## src/rtl/pc_increment_if.sv

```systemverilog
// Fetch-side bundle for the PC incrementer: request (pc + format flags + handshake)
// and the combinational and registered responses.
interface pc_increment_if #(
  parameter int ADDR_W = 64
);
  // Request
  logic              in_valid;
  logic              stall;
  logic [ADDR_W-1:0] pc;
  logic              need_regids;
  logic              need_valC;
  // Combinational response
  logic [ADDR_W-1:0] valP;
  logic [3:0]        ilen;
  logic              wrap;
  // Registered response
  logic [ADDR_W-1:0] valP_q;
  logic [3:0]        ilen_q;
  logic              wrap_q;
  logic              valid_q;

  modport master (
    output in_valid, stall, pc, need_regids, need_valC,
    input  valP, ilen, wrap, valP_q, ilen_q, wrap_q, valid_q
  );

  modport slave (
    input  in_valid, stall, pc, need_regids, need_valC,
    output valP, ilen, wrap, valP_q, ilen_q, wrap_q, valid_q
  );
endinterface

```

## src/rtl/pc_increment.sv

```systemverilog
// Y86-64 fall-through PC: valP = pc + instruction length, with a zero-latency
// combinational result and a one-stage stallable registered copy.
module pc_increment #(
  parameter int ADDR_W     = 64,
  parameter int VALC_BYTES = 8
) (
  input  logic          clk,
  input  logic          reset,
  pc_increment_if.slave bus
);

  logic [3:0]        ilen;
  logic [ADDR_W:0]   sum;
  logic [ADDR_W-1:0] valP;
  logic              wrap;

  logic [ADDR_W-1:0] valP_q, valP_d;
  logic [3:0]        ilen_q, ilen_d;
  logic              wrap_q, wrap_d;
  logic              valid_q, valid_d;

  // Length is 1 (icode:ifun) + optional rA:rB byte + optional constant word.
  always_comb begin
    ilen = 4'd1;
    if (bus.need_regids) ilen = ilen + 4'd1;
    if (bus.need_valC)   ilen = ilen + 4'(VALC_BYTES);
  end

  // One extra bit on the adder captures the carry-out as the wrap flag.
  assign sum  = {1'b0, bus.pc} + {{(ADDR_W-3){1'b0}}, ilen};
  assign valP = sum[ADDR_W-1:0];
  assign wrap = sum[ADDR_W];

  always_comb begin
    valP_d  = valP_q;
    ilen_d  = ilen_q;
    wrap_d  = wrap_q;
    valid_d = valid_q;
    if (!bus.stall) begin
      if (bus.in_valid) begin
        valP_d  = valP;
        ilen_d  = ilen;
        wrap_d  = wrap;
        valid_d = 1'b1;
      end else begin
        valid_d = 1'b0;
      end
    end
  end

  // Reset dominates stall so a held result is always discarded.
  always_ff @(posedge clk) begin
    if (reset) begin
      valP_q  <= '0;
      ilen_q  <= '0;
      wrap_q  <= 1'b0;
      valid_q <= 1'b0;
    end else begin
      valP_q  <= valP_d;
      ilen_q  <= ilen_d;
      wrap_q  <= wrap_d;
      valid_q <= valid_d;
    end
  end

  assign bus.valP    = valP;
  assign bus.ilen    = ilen;
  assign bus.wrap    = wrap;
  assign bus.valP_q  = valP_q;
  assign bus.ilen_q  = ilen_q;
  assign bus.wrap_q  = wrap_q;
  assign bus.valid_q = valid_q;

endmodule

```

## src/flat_wrapper.sv

```systemverilog
// flat-port wrapper written by rule: the top's interface ports become plain ports
module pc_increment_flat 
#(
  parameter int ADDR_W     = 64,
  parameter int VALC_BYTES = 8
)
  (clk, reset, bus_in_valid, bus_stall, bus_pc, bus_need_regids, bus_need_valC, bus_valP, bus_ilen, bus_wrap, bus_valP_q, bus_ilen_q, bus_wrap_q, bus_valid_q);
  pc_increment_if #(.ADDR_W(ADDR_W)) bus_i ();
  input  logic clk;
  input  logic reset;
  input wire logic [$bits(bus_i.in_valid)-1:0] bus_in_valid;
  input wire logic [$bits(bus_i.stall)-1:0] bus_stall;
  input wire logic [$bits(bus_i.pc)-1:0] bus_pc;
  input wire logic [$bits(bus_i.need_regids)-1:0] bus_need_regids;
  input wire logic [$bits(bus_i.need_valC)-1:0] bus_need_valC;
  output wire logic [$bits(bus_i.valP)-1:0] bus_valP;
  output wire logic [$bits(bus_i.ilen)-1:0] bus_ilen;
  output wire logic [$bits(bus_i.wrap)-1:0] bus_wrap;
  output wire logic [$bits(bus_i.valP_q)-1:0] bus_valP_q;
  output wire logic [$bits(bus_i.ilen_q)-1:0] bus_ilen_q;
  output wire logic [$bits(bus_i.wrap_q)-1:0] bus_wrap_q;
  output wire logic [$bits(bus_i.valid_q)-1:0] bus_valid_q;
  assign bus_i.in_valid = bus_in_valid;
  assign bus_i.stall = bus_stall;
  assign bus_i.pc = bus_pc;
  assign bus_i.need_regids = bus_need_regids;
  assign bus_i.need_valC = bus_need_valC;
  assign bus_valP = bus_i.valP;
  assign bus_ilen = bus_i.ilen;
  assign bus_wrap = bus_i.wrap;
  assign bus_valP_q = bus_i.valP_q;
  assign bus_ilen_q = bus_i.ilen_q;
  assign bus_wrap_q = bus_i.wrap_q;
  assign bus_valid_q = bus_i.valid_q;
  pc_increment #(.ADDR_W(ADDR_W), .VALC_BYTES(VALC_BYTES)) u_core (.clk(clk), .reset(reset), .bus(bus_i));
endmodule
```

## config.mk

```make
export PLATFORM = sky130hd
export DESIGN_NAME = pc_increment_flat
export DESIGN_NICKNAME = d
export VERILOG_FILES = /design/src/rtl/pc_increment_if.sv /design/src/rtl/pc_increment.sv /design/src/flat_wrapper.sv
export SDC_FILE = /design/constraint.sdc
export NUM_CORES = 1
export LEC_CHECK = 0
export CORE_MARGIN = 2
export CORE_UTILIZATION = 40
export CTS_CLUSTER_SIZE = 8
export DETAILED_ROUTE_END_ITERATION = 10
export PLACE_DENSITY_LB_ADDON = 0.25
export SLEW_MARGIN = 20
export SYNTH_ARGS = -nofsm -noshare
export SYNTH_HDL_FRONTEND = slang
export SYNTH_SLANG_ARGS = --single-unit
```

## constraint.sdc

```tcl
create_clock -name clk -period 3.3 [get_ports clk]
set_input_delay 0.66 -clock clk [delete_from_list [all_inputs] [get_ports clk]]
set_output_delay 0.66 -clock clk [all_outputs]
set_load 0.03 [all_outputs]
```

=== Yosys cells after proc, flatten, opt, wreduce, memory -nomap -nowiden ===
Cells that the tools add are included.

* Bits in registers: 70
* Input port bits: 70

* Add/subtract/negate cells: 2
* Muxes and demuxes: 3
* Bitwise logic cells: 1
* Reductions and logical operators: 1

{| class="wikitable"
|+ Operator list
! operator !! count
|-
| $add A64 B4 Y65 || 1
|-
| $add A2 B4 Y4 const B || 1
|-
| $mux W4 || 1
|-
| $mux W2 || 1
|-
| $reduce_and A2 Y1 || 1
|-
| $mux W1 || 1
|-
| $not A1 Y1 || 1
|}

=== Logic depth before layout (Yosys ltp) ===
* Depth in word-level cells: 4
* Gate-level depth with buffers: 9
* Depth with buffers taken out: 8

=== Least setup slack after synthesis ===
No wires, ideal clock.

* Path type: input to output
* Start point: input port bus_need_regids
* End point: output port bus_wrap
* Arrival: 2.602 ns
* Slack: 0.038 ns
* Cell stages on the path: 7
* Path buffers: 1
* Path through: inv_1 ha_1 fa_1 a31o_2 buf_1 nand3_1 nor3_1

* Word-level cells in the longest chain between the ends: 4

{| class="wikitable"
|+ Ends and longest elaborated chain
! what !! line !! source
|-
| start, declared || flat_wrapper.sv:14 || <nowiki>input wire logic [$bits(bus_i.need_regids)-1:0] bus_need_regids;</nowiki>
|-
| $mux W2 * || pc_increment.sv:25 || <nowiki>if (bus.need_regids) ilen = ilen + 4'd1;</nowiki>
|-
| $add A2 B4 Y4 || pc_increment.sv:26 || <nowiki>if (bus.need_valC) ilen = ilen + 4'(VALC_BYTES);</nowiki>
|-
| $mux W4 * || pc_increment.sv:26 ||
|-
| $add A64 B4 Y65 * || pc_increment.sv:30 || <nowiki>assign sum = {1'b0, bus.pc} + {{(ADDR_W-3){1'b0}}, ilen};</nowiki>
|-
| end, declared || flat_wrapper.sv:18 || <nowiki>output wire logic [$bits(bus_i.wrap)-1:0] bus_wrap;</nowiki>
|}

Mark *: on every way between the ends. The rest lies on a longest branch, timed or not.

=== Worst setup path after layout ===
* Start point: input port bus_pc[50]
* End point: output port bus_valP[62]

* Word-level cells in the longest chain between the ends: 1

{| class="wikitable"
|+ Ends and longest elaborated chain
! what !! line !! source
|-
| start, declared || flat_wrapper.sv:13 || <nowiki>input wire logic [$bits(bus_i.pc)-1:0] bus_pc;</nowiki>
|-
| $add A64 B4 Y65 || pc_increment.sv:30 ||
|-
| end, declared || flat_wrapper.sv:16 || <nowiki>output wire logic [$bits(bus_i.valP)-1:0] bus_valP;</nowiki>
|}

Every way passes these cells.

==> impl_results.md <==
- CTS Root Cell: clkbuf_8
- Clock Power Share: 28.0%
- TritonCTS clock tree: done
- Synth cell types: 38
- Diode count: 0
- Global-route usage over all layers: 27.7%
- GR peak layer: met2
- Crit path to: bus_valP[62]
- Cell Area, Synth: 3990 µm²
- Core area: 9730 µm²
- FF-to-FF setup slack: 2.49 ns
- Worst skew pair latency: 0.35 ns
- Cts bufs inserted: 9
- Switching share of power: 34.3%
- Top FF cell, synth: dfxtp_1
- DRT antenna net count: 0
- # IOs: 209
- GRT overflow: 0
- Post-layout nets: 925
- Worst-path maximum fanout: 8
- Die ar.: 10800 µm²
- WL final: 16.1 mm
- M1 GR Usage: 28.3%
- Slowest cell on the critical path: clkdlybuf4s50_1
- Die Y: 104 µm
- Crit-path most repeated cell: buf_6
- Crit. End Element: output port
- First-pass GRT wire length: 24.6 mm
- Longest Clk Path Bufs: 2
- WHS: 0.458 ns
- Hold Crit Class: reg -> reg
- Post-DP HPWL: 11.1 mm
- Worst vdd ir: 0.264 mV
- Initial antenna violation count: 0
- P_sw: 0.856 mW
- Slew @ Worst Pin: 0.911 ns
- Die W: 104 µm
- Pwr/cell area: 330 nW/µm²
- Reg2Reg Depth: 2
- Internal power: 1.64 mW
- DRC Markers: 0
- Critical path arrival: 2.59 ns
- Largest net degree at the start of global routing: 105
- Fmax: 308 MHz
- I/O Buffers: 206
- Mean post-synth cell area: 7.48 µm²
- Max stage delay on crit path: 0.54 ns
- Max-Cap Viols: 0
- Final period util: 98.5%
- Max Clock Skew: 0 ns
- Worst-path clk slew: 0.07 ns
- Max Slew Vio Count: 0
- Routed via count: 5456
- Initial Utilization: 41.0%
- Crit path depth: 8
- Slew Limit Headroom: 39.2%
- Syn Inst Count: 533
- H-tree depth: 3
- Number of synthesized flops with an enable pin: 0
- Area Growth Syn to Fin: 89.8%
- Comb pwr share: 35.3%
- Global Route met2 Usage: 52.4%
- Flops & latches, synth: 69
- Routability cong.: 0.897
- Status: completed
- Post-layout util: 77.8%
- WL per Instance: 16.3 µm
- Post-synth ARST share: 0%
- DRT iter0 DRCs: 236
- GR Util met3: 6.92%
- CP startpoint: bus_pc[50]
- Clock sinks: 69
- CP Data Required Time: 2.64 ns
- CP cell instances: clkdlybuf4s50_1 -> nand3_2 -> nor4_4 -> nand2_2 -> buf_6 -> or4_4 -> nand2_1 -> buf_6
- Setup-failing EPs final: 0
- Vias in the first global route: 5312
- Synth Warn #: 0
- CP Class: in -> out
- Min Tclk post-route: 3.25 ns
- Post-DR vias/cell: 5.52
- RR Startpoint: u_core.bus.valP_q[49]
- Final Hold Fails: 0
- Post-synthesis sequential area ratio: 34.7%
- R2R Path End: u_core.bus.valP_q[49]
- Drt first pass iters: 4
- Worst setup SP type: input port
- CP bufs+invs: 3
- Std-Cell Rows: 36
- Family with the most delay on the worst path: simple AND/OR/NAND/NOR gates
- Sequential share of power: 36.7%
- Leakage: 3.16 nW
- Fraction of layout cells with a size suffix above 1: 34.1%
area by class of cell:
| class | instances | area, µm² |
|---|---|---|
| clock buffer | 11 | 141 |
| fill | 665 | 2160 |
| tap | 133 | 166 |
| multi-input combinational | 419 | 2780 |
| inverter | 9 | 33.8 |
| timing repair buffer | 343 | 3020 |
| sequential | 69 | 1380 |
| clock inverter | 5 | 50.0 |
tightest hold or removal path, cell delays in order, from the launching register on:
cell     delay (ns)
dfxtp_1        0.31
nand2_1        0.05
a21oi_1        0.05
cells in the mapped netlist (2+ instances only):
| cell type | number | area share [%] |
|---|---|---|
| nor2_1 | 93 | 8.8 |
| nand2_1 | 72 | 6.8 |
| dfxtp_1 | 69 | 35 |
| a311oi_1 | 33 | 7.3 |
| clkbuf_1 | 28 | 2.6 |
| nand3_1 | 26 | 3.3 |
| or3_1 | 26 | 4.1 |
| o21ai_0 | 23 | 2.9 |
| xnor2_1 | 22 | 4.8 |
| nand4_1 | 19 | 3.0 |
| o21a_1 | 19 | 3.6 |
| o31ai_1 | 12 | 2.3 |
| nor3_1 | 11 | 1.4 |
| or4_1 | 11 | 2.1 |
| inv_1 | 9 | 0.85 |
| and3_1 | 7 | 1.1 |
| xor2_1 | 7 | 1.5 |
| a21oi_1 | 6 | 0.75 |
| buf_4 | 5 | 0.94 |
| a211oi_1 | 4 | 0.75 |
| nor4_1 | 4 | 0.63 |
| buf_1 | 3 | 0.28 |
| ha_1 | 3 | 0.94 |
| nor4_2 | 3 | 0.94 |
| a31o_2 | 2 | 0.44 |
| a31oi_1 | 2 | 0.31 |
| and2_1 | 2 | 0.31 |
| or2_2 | 2 | 0.31 |
power groups by stage:
stage | Clock (mW) | Combinational [mW] | Sequential, mW
after floorplan | 0 | 0.302 | 1.04
after global placement | 0 | 0.822 | 0.931
after detailed placement | 0 | 0.836 | 0.935
after CTS | 0.712 | 0.860 | 0.915
after global routing | 0.743 | 0.927 | 0.922
final | 0.699 | 0.879 | 0.916
state kept, by name, summed over array words and instances (netlist names):
register	flops
u_core.bus.valP_q	64
u_core.bus.ilen_q	3
u_core.bus.wrap_q	1
u_core.bus.valid_q	1
what timing repair did:
action / in CTS / in global routing
gates cloned: 3 / 0
setup buffers: 14 / 3
hold buffers: 0 / 0
resized for setup: 122 / 49
pin swaps: 30 / 15
endpoints found under the setup margin: 56 / 34
worst min-delay path by stage:
stage | startpoint | to | slack [ns] | cells after the start
after floorplan | u_core.bus.valid_q | u_core.bus.valid_q | 0.58 | 2
after global placement | u_core.bus.ilen_q[1] | u_core.bus.ilen_q[1] | 0.44 | 2
after detailed placement | u_core.bus.valP_q[1] | u_core.bus.valP_q[1] | 0.45 | 2
after CTS | u_core.bus.valP_q[1] | u_core.bus.valP_q[1] | 0.46 | 2
after global routing | u_core.bus.valP_q[1] | u_core.bus.valP_q[1] | 0.48 | 2
final | u_core.bus.valP_q[1] | u_core.bus.valP_q[1] | 0.46 | 2
cells by family after synthesis:
| kind of cell | count (synthesis) | share of synthesized area [%] |
|---|---|---|
| other cells | 1 | 0.0941 |
| compound gates | 102 | 18.4 |
| buf+inv | 46 | 4.83 |
| simple gates | 282 | 34.2 |
| fa+ha+maj | 4 | 1.44 |
| flops | 69 | 34.7 |
| xor+xnor | 29 | 6.37 |
through the flow:
step                      std cells  instance area (µm²)  total power, mW  setup slack, ns  TNS (ns)
after floorplan                 534                 3990             1.34           0.0380         0
after detailed placement        954                 6810             1.77           -0.385    -14.24
after global routing            989                 7570             2.59          -0.0230   -0.0353
final                           989                 7570             2.49           0.0486         0
after CTS                       986                 7390             2.49         0.000280         0
after global placement          954                 6810             1.75           -0.385    -12.27
layer usage:
metal  wire (µm)  vias up
li1            -     2558
met1        5930     2604
met2        8450      252
met3        1270       42
met4         459        0
met5           0        -
placed cells by master (no fill, tap or decap), drive strengths merged:
master and instances:
xor2 7, dlymetal6s2s 6, dfxtp 69, clkdlybuf4s50 95, nand3 26, bufinv 1
o21a 19, ha 3, nor2 93, o21ai 23, nor4 8, and3 7
conb 2, or2 2, nand2 72, nand2b 1, a31oi 2, a311oi 33
and2 2, clkdlybuf4s15 5, nand4 20, inv 9, a211oi 4, xnor2 22
a21oi 6, a21o 1, fa 1, o31ai 12, nand4b 1, nand3b 1
buf 201, nor2b 1, or4 11, dlygate4sd2 34, a31o 2, or3 26
clkbuf 13, nor3 11, clkinv 4
Power figures use the tool's default switching activity.
